`config.mk`:
```
export PLATFORM = sky130hd
export DESIGN_NAME = nibble_serial_add_ctrl
export DESIGN_NICKNAME = d
export VERILOG_FILES = /design/src/rtl/nibble_serial_add_ctrl.sv
export SDC_FILE = /design/constraint.sdc
export NUM_CORES = 1
export LEC_CHECK = 0
export CELL_PAD_IN_SITES_DETAIL_PLACEMENT = 1
export CELL_PAD_IN_SITES_GLOBAL_PLACEMENT = 1
export CORE_MARGIN = 2
export CORE_UTILIZATION = 32
export CTS_CLUSTER_SIZE = 40
export DETAILED_ROUTE_END_ITERATION = 8
export PLACE_DENSITY_LB_ADDON = 0.1
export SKIP_CTS_REPAIR_TIMING = 1
export SYNTH_ARGS = -nofsm -noshare
export SYNTH_HDL_FRONTEND = slang
export SYNTH_SLANG_ARGS = --single-unit
```
`constraint.sdc`:
```
create_clock -name clk -period 1.6 [get_ports clk]
set_input_delay 0.32 -clock clk [delete_from_list [all_inputs] [get_ports clk]]
set_output_delay 0.32 -clock clk [all_outputs]
set_load 0.02 [all_outputs]
```
`src/rtl/nibble_serial_add_ctrl.sv`:
```
// rtl/nibble_serial_add_ctrl.sv - WIDTH-bit add/sub sequenced through one shared 4-bit adder slice.
// Operands latch on an in_valid/in_ready handshake; the result is held until out_valid/out_ready.
module nibble_serial_add_ctrl #(
  parameter int WIDTH = 16
) (
  input  logic             clk,
  input  logic             rst,
  input  logic             in_valid,
  output logic             in_ready,
  input  logic [WIDTH-1:0] a,
  input  logic [WIDTH-1:0] b,
  input  logic             cin,
  input  logic             sub,
  output logic             out_valid,
  input  logic             out_ready,
  output logic [WIDTH-1:0] sum,
  output logic             cout,
  output logic             ovf,
  output logic             busy,
  output logic [3:0]       slice_a,
  output logic [3:0]       slice_b,
  output logic             slice_cin,
  input  logic [3:0]       slice_s,
  input  logic             slice_cout
);

  localparam int NIB  = WIDTH / 4;
  localparam int IDXW = (NIB > 1) ? $clog2(NIB) : 1;
  localparam logic [IDXW-1:0] LAST = IDXW'(NIB - 1);

  typedef enum logic [1:0] {IDLE, RUN, DONE} state_t;

  state_t           state_q, state_d;
  logic [IDXW-1:0]  idx_q, idx_d;
  logic [WIDTH-1:0] a_q, a_d;
  logic [WIDTH-1:0] b_q, b_d;
  logic [WIDTH-1:0] sum_q, sum_d;
  logic             carry_q, carry_d;
  logic             cout_q, cout_d;
  logic             ovf_q, ovf_d;
  logic [IDXW+1:0]  base;

  // Bit offset of the current nibble; sized so idx*4 cannot wrap.
  assign base = {idx_q, 2'b00};

  always_comb begin
    state_d   = state_q;
    idx_d     = idx_q;
    a_d       = a_q;
    b_d       = b_q;
    sum_d     = sum_q;
    carry_d   = carry_q;
    cout_d    = cout_q;
    ovf_d     = ovf_q;
    in_ready  = 1'b0;
    out_valid = 1'b0;
    busy      = 1'b0;
    slice_a   = 4'd0;
    slice_b   = 4'd0;
    slice_cin = 1'b0;
    case (state_q)
      IDLE: begin
        in_ready = 1'b1;
        if (in_valid) begin
          // Subtraction is a + ~b + 1, so B is stored pre-inverted.
          a_d     = a;
          b_d     = sub ? ~b : b;
          carry_d = sub ? 1'b1 : cin;
          idx_d   = '0;
          state_d = RUN;
        end
      end
      RUN: begin
        busy                = 1'b1;
        slice_a             = a_q[base +: 4];
        slice_b             = b_q[base +: 4];
        slice_cin           = carry_q;
        sum_d[base +: 4]    = slice_s;
        carry_d             = slice_cout;
        idx_d               = idx_q + 1'b1;
        if (idx_q == LAST) begin
          idx_d   = '0;
          cout_d  = slice_cout;
          ovf_d   = (a_q[WIDTH-1] == b_q[WIDTH-1]) && (slice_s[3] != a_q[WIDTH-1]);
          state_d = DONE;
        end
      end
      DONE: begin
        busy      = 1'b1;
        out_valid = 1'b1;
        if (out_ready) begin
          state_d = IDLE;
        end
      end
      default: state_d = IDLE;
    endcase
  end

  always_ff @(posedge clk) begin
    if (rst) begin
      state_q <= IDLE;
      idx_q   <= '0;
      a_q     <= '0;
      b_q     <= '0;
      sum_q   <= '0;
      carry_q <= 1'b0;
      cout_q  <= 1'b0;
      ovf_q   <= 1'b0;
    end else begin
      state_q <= state_d;
      idx_q   <= idx_d;
      a_q     <= a_d;
      b_q     <= b_d;
      sum_q   <= sum_d;
      carry_q <= carry_d;
      cout_q  <= cout_d;
      ovf_q   <= ovf_d;
    end
  end

  assign sum  = sum_q;
  assign cout = cout_q;
  assign ovf  = ovf_q;

endmodule
```
==> results of run 1 <==
-- critical path, cell delays in order, from the launching register on --
cell,delay (ns)
dfxtp_4,0.37
buf_12,0.14
mux4_2,0.50
and2_4,0.15
buf_6,0.12
-- power groups by stage --
stage	combinational [uW]	sequential (uW)	clock (uW)
4_1_cts	2030	1700	925
2_1_floorplan	1150	1730	0
6_report	2470	1710	893
3_5_place_dp	2010	1730	0
5_1_grt	2670	1730	975
3_3_place_gp	1990	1730	0
-- registers in the layout, indices dropped and copies added (netlist names) --
register	count
sum	16
cout	1
carry_q	1
a_q	16
state_q	2
idx_q	2
ovf	1
b_q	16
-- cell usage in the layout, fill, tap and decap left out, drive strengths merged, types with 3 or more instances in the layout --
master,count
a21oi,25
a211oi,16
clkdlybuf4s50,42
nor2,24
inv,6
nand2b,3
a32oi,6
clkbuf,9
xnor2,16
and2,11
nor2b,4
dfxtp,55
nand4,6
a32o,6
buf,51
ha,9
dlymetal6s2s,18
mux4,8
nand2,45
-- synthesized netlist by cell type (all sizes together), types with 2 or more instances --
| library cell | n | area share, % |
|---|---|---|
| nand2 | 45 | 6.5 |
| and2 | 11 | 2.7 |
| clkbuf | 5 | 0.72 |
| nand4 | 6 | 1.4 |
| ha | 9 | 4.3 |
| nor2 | 24 | 3.5 |
| nor2b | 4 | 0.97 |
| nor3 | 2 | 0.39 |
| a32o | 6 | 2.3 |
| inv | 6 | 0.87 |
| nand2b | 3 | 0.72 |
| xnor2 | 16 | 5.4 |
| dfxtp | 55 | 43 |
| a32oi | 6 | 2.0 |
| buf | 15 | 3.7 |
| a211oi | 16 | 4.6 |
| o21ai | 2 | 0.39 |
| a21oi | 25 | 4.8 |
| o31ai | 2 | 0.58 |
| mux4 | 8 | 7.4 |
-- layout make-up --
cell class	count	area, sq um	area share, %
inverter	6	30.0	0.742
tap	102	128	3.15
clock buffer	6	72.6	1.79
multi-input combinational	195	1480	36.6
timing repair buffer	114	1200	29.6
sequential	55	1110	27.4
clock inverter	1	30.0	0.742
-- per-stage QoR --
step	instances	setup TNS [ns]	hold WS, ns
detailed placement	462	-7.96	0.443
global placement	462	-7.04	0.437
floorplan	276	0	0.427
CTS	469	-12.39	0.408
finish	479	-4.50	0.434
global route	479	-6.18	0.446
-- routing by layer --
layer	wire length, microns	vias up	part of all wire (%)	track usage, %
li1	-	1172	-	-
met5	0	-	0	0
met3	268	5	3.7	3.93
met1	3310	1158	45	19.9
met4	46	0	0.63	2.90
met2	3670	46	50	26.5
-- cells by family (layout without fill, tap and decap cells) --
family                   count (synthesis)  in the layout  share of synthesized area [%]
AND/OR/NAND/NOR                        102            102                           19.2
adder cells (fa/ha/maj)                  9              9                           4.35
flip-flops                              55             55                           42.5
XOR/XNOR                                16             16                           5.41
multiplexers                             9              9                           7.78
buffers and inverters                   26            127                           5.31
AO/OA/AOI/OAI                           59             59                           15.5
-- worst max-delay path by stage --
stage	start	endpoint	slack [ns]	cells after the start
after CTS	idx_q[0]$_SDFFE_PP0P_	slice_a[3]	-0.82	4
after global placement	idx_q[0]$_SDFFE_PP0P_	slice_a[3]	-0.47	4
after floorplan	idx_q[0]$_SDFFE_PP0P_	slice_b[1]	0.004	4
after global routing	idx_q[0]$_SDFFE_PP0P_	slice_a[3]	-0.37	4
after detailed placement	idx_q[0]$_SDFFE_PP0P_	slice_b[0]	-0.50	4
final	idx_q[0]$_SDFFE_PP0P_	slice_b[0]	-0.32	4
==> results.sh, run 1 <==
export IMPL_status="finished with violations"
export IMPL_violations="setup timing"
export IMPL_r2r_end="sum[15]$_SDFFE_PP0P_"
export IMPL_synth_ff_type="dfxtp_1"
export IMPL_p_per_area_nw_per_um2=1250
export IMPL_clk_pin_slew_worst_paths_ns=0.10
export IMPL_p_int_uw=3350
export IMPL_clock_power_share_pct=17.6
export IMPL_finalHoldViolCount=0
export IMPL_wirelength_mm=7.30
export IMPL_yosys_cell_types_count=35
export IMPL_area_growth_pct=56.3
export IMPL_leakagePower_uw=0.00181
export IMPL_cts_root_buffer="clkbuf_8"
export IMPL_core_sq_um=7770
export IMPL_finalPower_uw=5070
export IMPL_clk_latency_ns=0.30
export IMPL_synth_seq_cells=55
export IMPL_critPathKind="reg -> out"
export IMPL_via_per_inst=4.97
export IMPL_num_rows=32
export IMPL_overflow=0
export IMPL_min_delay_path_depth=2
export IMPL_portBuffers=72
export IMPL_syn_area_sq_um=2590
export IMPL_ys_seq_area_share_pct=42.5
export IMPL_grt_pass1_wl_mm=10.7
export IMPL_die_y_microns=94.0
export IMPL_rrSetupSlack_ns=-0.21
export IMPL_placed_area_sq_um=3630
export IMPL_fmax_ghz=0.521
export IMPL_vias=2381
export IMPL_grt_start_max_net_pins=49
export IMPL_drive_above_1_share_pct=28.1
export IMPL_cts_buffers=5
export IMPL_antenna_left=0
export IMPL_htree_num_levels=2
export IMPL_post_route_cell_area_sq_um=4050
export IMPL_synth_edf_count=0
export IMPL_hpwl_mm=4.95
export IMPL_vdd_ir_drop_worst_uv=552
export IMPL_cts_tree="built"
export IMPL_slew_headroom_pct=71.9
export IMPL_netSwitchingFraction_pct=33.9
export IMPL_r2r_cells=8
export IMPL_rsz0062_at_grt="true"
export IMPL_synth_cells=276
export IMPL_hold_path_class="in -> reg"
export IMPL_worst_slack_ns=-0.318
export IMPL_worstMarginPinSlew_ns=0.422
export IMPL_timing_final_crit_period_ns=1.92
export IMPL_cap_violations=0
export IMPL_p_sw_uw=1720
export IMPL_synthArstFlopShare_pct=0
export IMPL_report_final_slew_viol_count=0
export IMPL_startpoint_type="flip-flop"
export IMPL_die_x_microns=94.0
export IMPL_dr_first_iter_drc_count=73
export IMPL_drc=0
export IMPL_drtPass1Iterations=4
export IMPL_seq_power_share_pct=33.7
export IMPL_avgRoutedWirePerCell_microns=15.2
export IMPL_synth_fp_nets=328
export IMPL_post_place_ws_ns=-0.497
export IMPL_initial_core_util_pct=33.3
export IMPL_crit_arrival_ns=1.60
export IMPL_dieArea_sq_um=8830
export IMPL_utilization_pct=52.1
export IMPL_ys_warnings_count=0
export IMPL_reg2reg_from="idx_q[0]$_SDFFE_PP0P_"
export IMPL_io_pins=73
export IMPL_post_route_period_util_pct=120
export IMPL_first_global_vias=2208
export IMPL_clock_path_buffers=2
export IMPL_hp_start="rst"
export IMPL_gp_congestion=0.766
export IMPL_setup_viol=24
export IMPL_antenna_found_initial=0
export IMPL_end_kind="primary output"
export IMPL_cts_sinks=55
export IMPL_crit_fanout=8
export IMPL_pwr_share_comb_pct=48.6
export IMPL_grt_use_total_pct=15.5
export IMPL_syn_area_per_cell_sq_um=9.38
export IMPL_layout_nets=429
export IMPL_required_ns=1.28
export IMPL_holdPathEnd="sum[10]$_SDFFE_PP0P_"
export IMPL_n_antenna_cell=0
export IMPL_num_fill_cells=890
export IMPL_clock_skew_ns=0.0101
(Power assumes the default switching activity.)
==> run 2: changes to the inputs <==
--- a/config.mk
+++ b/config.mk
@@ -13,6 +13,7 @@
 export DETAILED_ROUTE_END_ITERATION = 8
 export PLACE_DENSITY_LB_ADDON = 0.1
 export SKIP_CTS_REPAIR_TIMING = 1
+export SKIP_LAST_GASP = 1
 export SYNTH_ARGS = -nofsm -noshare
 export SYNTH_HDL_FRONTEND = slang
 export SYNTH_SLANG_ARGS = --single-unit
==> run 2 against run 1 <==
The flow still finishes with violations (setup timing). Design area unchanged. Sequential share of layout area is the same. Core utilization is the same. Cell count unchanged.
==> results.sh, run 2 (synthesized netlist as in run 1, its figures left out) <==
export IMPL_status="finished with violations"
export IMPL_violations="setup timing"
export IMPL_grt_pass1_wl_mm=10.7
export IMPL_leakagePower_uw=0.00181
export IMPL_startpoint_type="flip-flop"
export IMPL_overflow=0
export IMPL_core_sq_um=7770
export IMPL_finalHoldViolCount=0
export IMPL_num_fill_cells=890
export IMPL_netSwitchingFraction_pct=33.9
export IMPL_p_int_uw=3350
export IMPL_antenna_left=0
export IMPL_timing_final_crit_period_ns=1.92
export IMPL_grt_start_max_net_pins=49
export IMPL_grt_use_total_pct=15.5
export IMPL_n_antenna_cell=0
export IMPL_drc=0
export IMPL_vias=2385
export IMPL_die_y_microns=94.0
export IMPL_wl_met3_microns=271
export IMPL_hpwl_mm=4.95
export IMPL_avgRoutedWirePerCell_microns=15.2
export IMPL_cap_violations=0
export IMPL_initial_core_util_pct=33.3
export IMPL_die_x_microns=94.0
export IMPL_final_cell_mix="dfxtp_1 (51), nand2_1 (45), clkdlybuf4s50_1 (42)"
export IMPL_clk_latency_ns=0.30
export IMPL_clock_skew_ns=0.0101
export IMPL_p_sw_uw=1720
export IMPL_cts_root_buffer="clkbuf_8"
export IMPL_worstMarginPinSlew_ns=0.422
export IMPL_wl_met1_mm=3.31
export IMPL_cts_buffers=5
export IMPL_p_per_area_nw_per_um2=1250
export IMPL_drive_above_1_share_pct=28.1
export IMPL_rsz0062_at_grt="true"
export IMPL_worstPathCellList="buf_12 > mux4_2 > and2_4 > buf_6"
export IMPL_fmax_ghz=0.521
export IMPL_num_rows=32
export IMPL_crit_arrival_ns=1.60
export IMPL_layout_nets=429
export IMPL_area_growth_pct=56.3
export IMPL_post_route_period_util_pct=120
export IMPL_cts_tree="built"
export IMPL_worst_slack_ns=-0.319
export IMPL_clock_power_share_pct=17.6
export IMPL_post_place_ws_ns=-0.497
export IMPL_gp_congestion=0.766
export IMPL_end_kind="primary output"
export IMPL_setup_viol=24
export IMPL_dieArea_sq_um=8830
export IMPL_report_final_slew_viol_count=0
export IMPL_wirelength_mm=7.30
export IMPL_required_ns=1.28
export IMPL_slew_headroom_pct=71.9
export IMPL_vdd_ir_drop_worst_uv=552
export IMPL_max_stage_delay_ns=0.51
export IMPL_pwr_share_comb_pct=48.6
export IMPL_via_per_inst=4.98
export IMPL_crit_fanout=8
export IMPL_crit_slowest_cell="mux4_2"
export IMPL_dr_first_iter_drc_count=55
export IMPL_holdWs_ns=0.434
export IMPL_met2_length_mm=3.68
export IMPL_first_global_vias=2208
export IMPL_htree_num_levels=2
export IMPL_mostFrequentLayoutCell="dfxtp_1"
export IMPL_clk_pin_slew_worst_paths_ns=0.10
export IMPL_antenna_found_initial=0
export IMPL_io_pins=73
export IMPL_critPathKind="reg -> out"
export IMPL_clock_path_buffers=2
export IMPL_hold_path_class="in -> reg"
export IMPL_seq_power_share_pct=33.7
export IMPL_cts_sinks=55
export IMPL_drtPass1Iterations=4
export IMPL_portBuffers=72
export IMPL_top_layer="met4"
run 2: cell counts in the layout (fill, tap and decap cells not counted):
Identical to the previous run, type by type.
run 2: stage by stage:
step | util, % | cells | TNS (ns) | cell area [sq um] | power, uW
after CTS | 48.1 | 469 | -12.39 | 3740 | 4650
after global routing | 52.1 | 479 | -6.19 | 4050 | 5380
after detailed placement | 46.8 | 462 | -7.96 | 3630 | 3750
final | 52.1 | 479 | -4.51 | 4050 | 5070
after floorplan | - | 276 | 0 | 2600 | 2880
after global placement | 46.8 | 462 | -7.04 | 3630 | 3720
run 2: final cells by class:
type	count	area, sq um	area share (%)
Clock inverter	1	30.0	0.742
Clock buffer	6	72.6	1.79
Sequential cell	55	1110	27.4
Multi-Input combinational cell	195	1480	36.6
Tap cell	102	128	3.15
Timing Repair Buffer	114	1200	29.6
Inverter	6	30.0	0.742
run 2: worst paths after layout:
path	start	end	slack, ns	cells after the start
worst min register to register	sum[12]$_SDFFE_PP0P_	sum[12]$_SDFFE_PP0P_	0.44	2
worst min-delay path	rst	sum[10]$_SDFFE_PP0P_	0.43	2
worst max-delay path	idx_q[0]$_SDFFE_PP0P_	slice_b[0]	-0.32	4
worst max register to register	idx_q[0]$_SDFFE_PP0P_	sum[15]$_SDFFE_PP0P_	-0.21	8
run 2: routing by layer:
metal  up-vias  GRT usage (%)
met5         -              0
met1      1159           19.9
met3         5           3.93
met4         0           2.90
li1       1172              -
met2        49           26.5
run 2: power groups by stage:
stage / registers [uW] / logic, uW / clock network (uW)
3_3_place_gp: 1730 / 1990 / 0
3_5_place_dp: 1730 / 2010 / 0
5_1_grt: 1730 / 2670 / 975
6_report: 1710 / 2470 / 893
4_1_cts: 1700 / 2030 / 925
2_1_floorplan: 1730 / 1150 / 0
run 2: worst max-delay path: cells and delay by family (launching register included):
| kind | cells | cell delay (ns) |
|---|---|---|
| buffers and inverters | 2 | 0.26 |
| DFF | 1 | 0.37 |
| muxes | 1 | 0.51 |
| and+or+nand+nor | 1 | 0.15 |
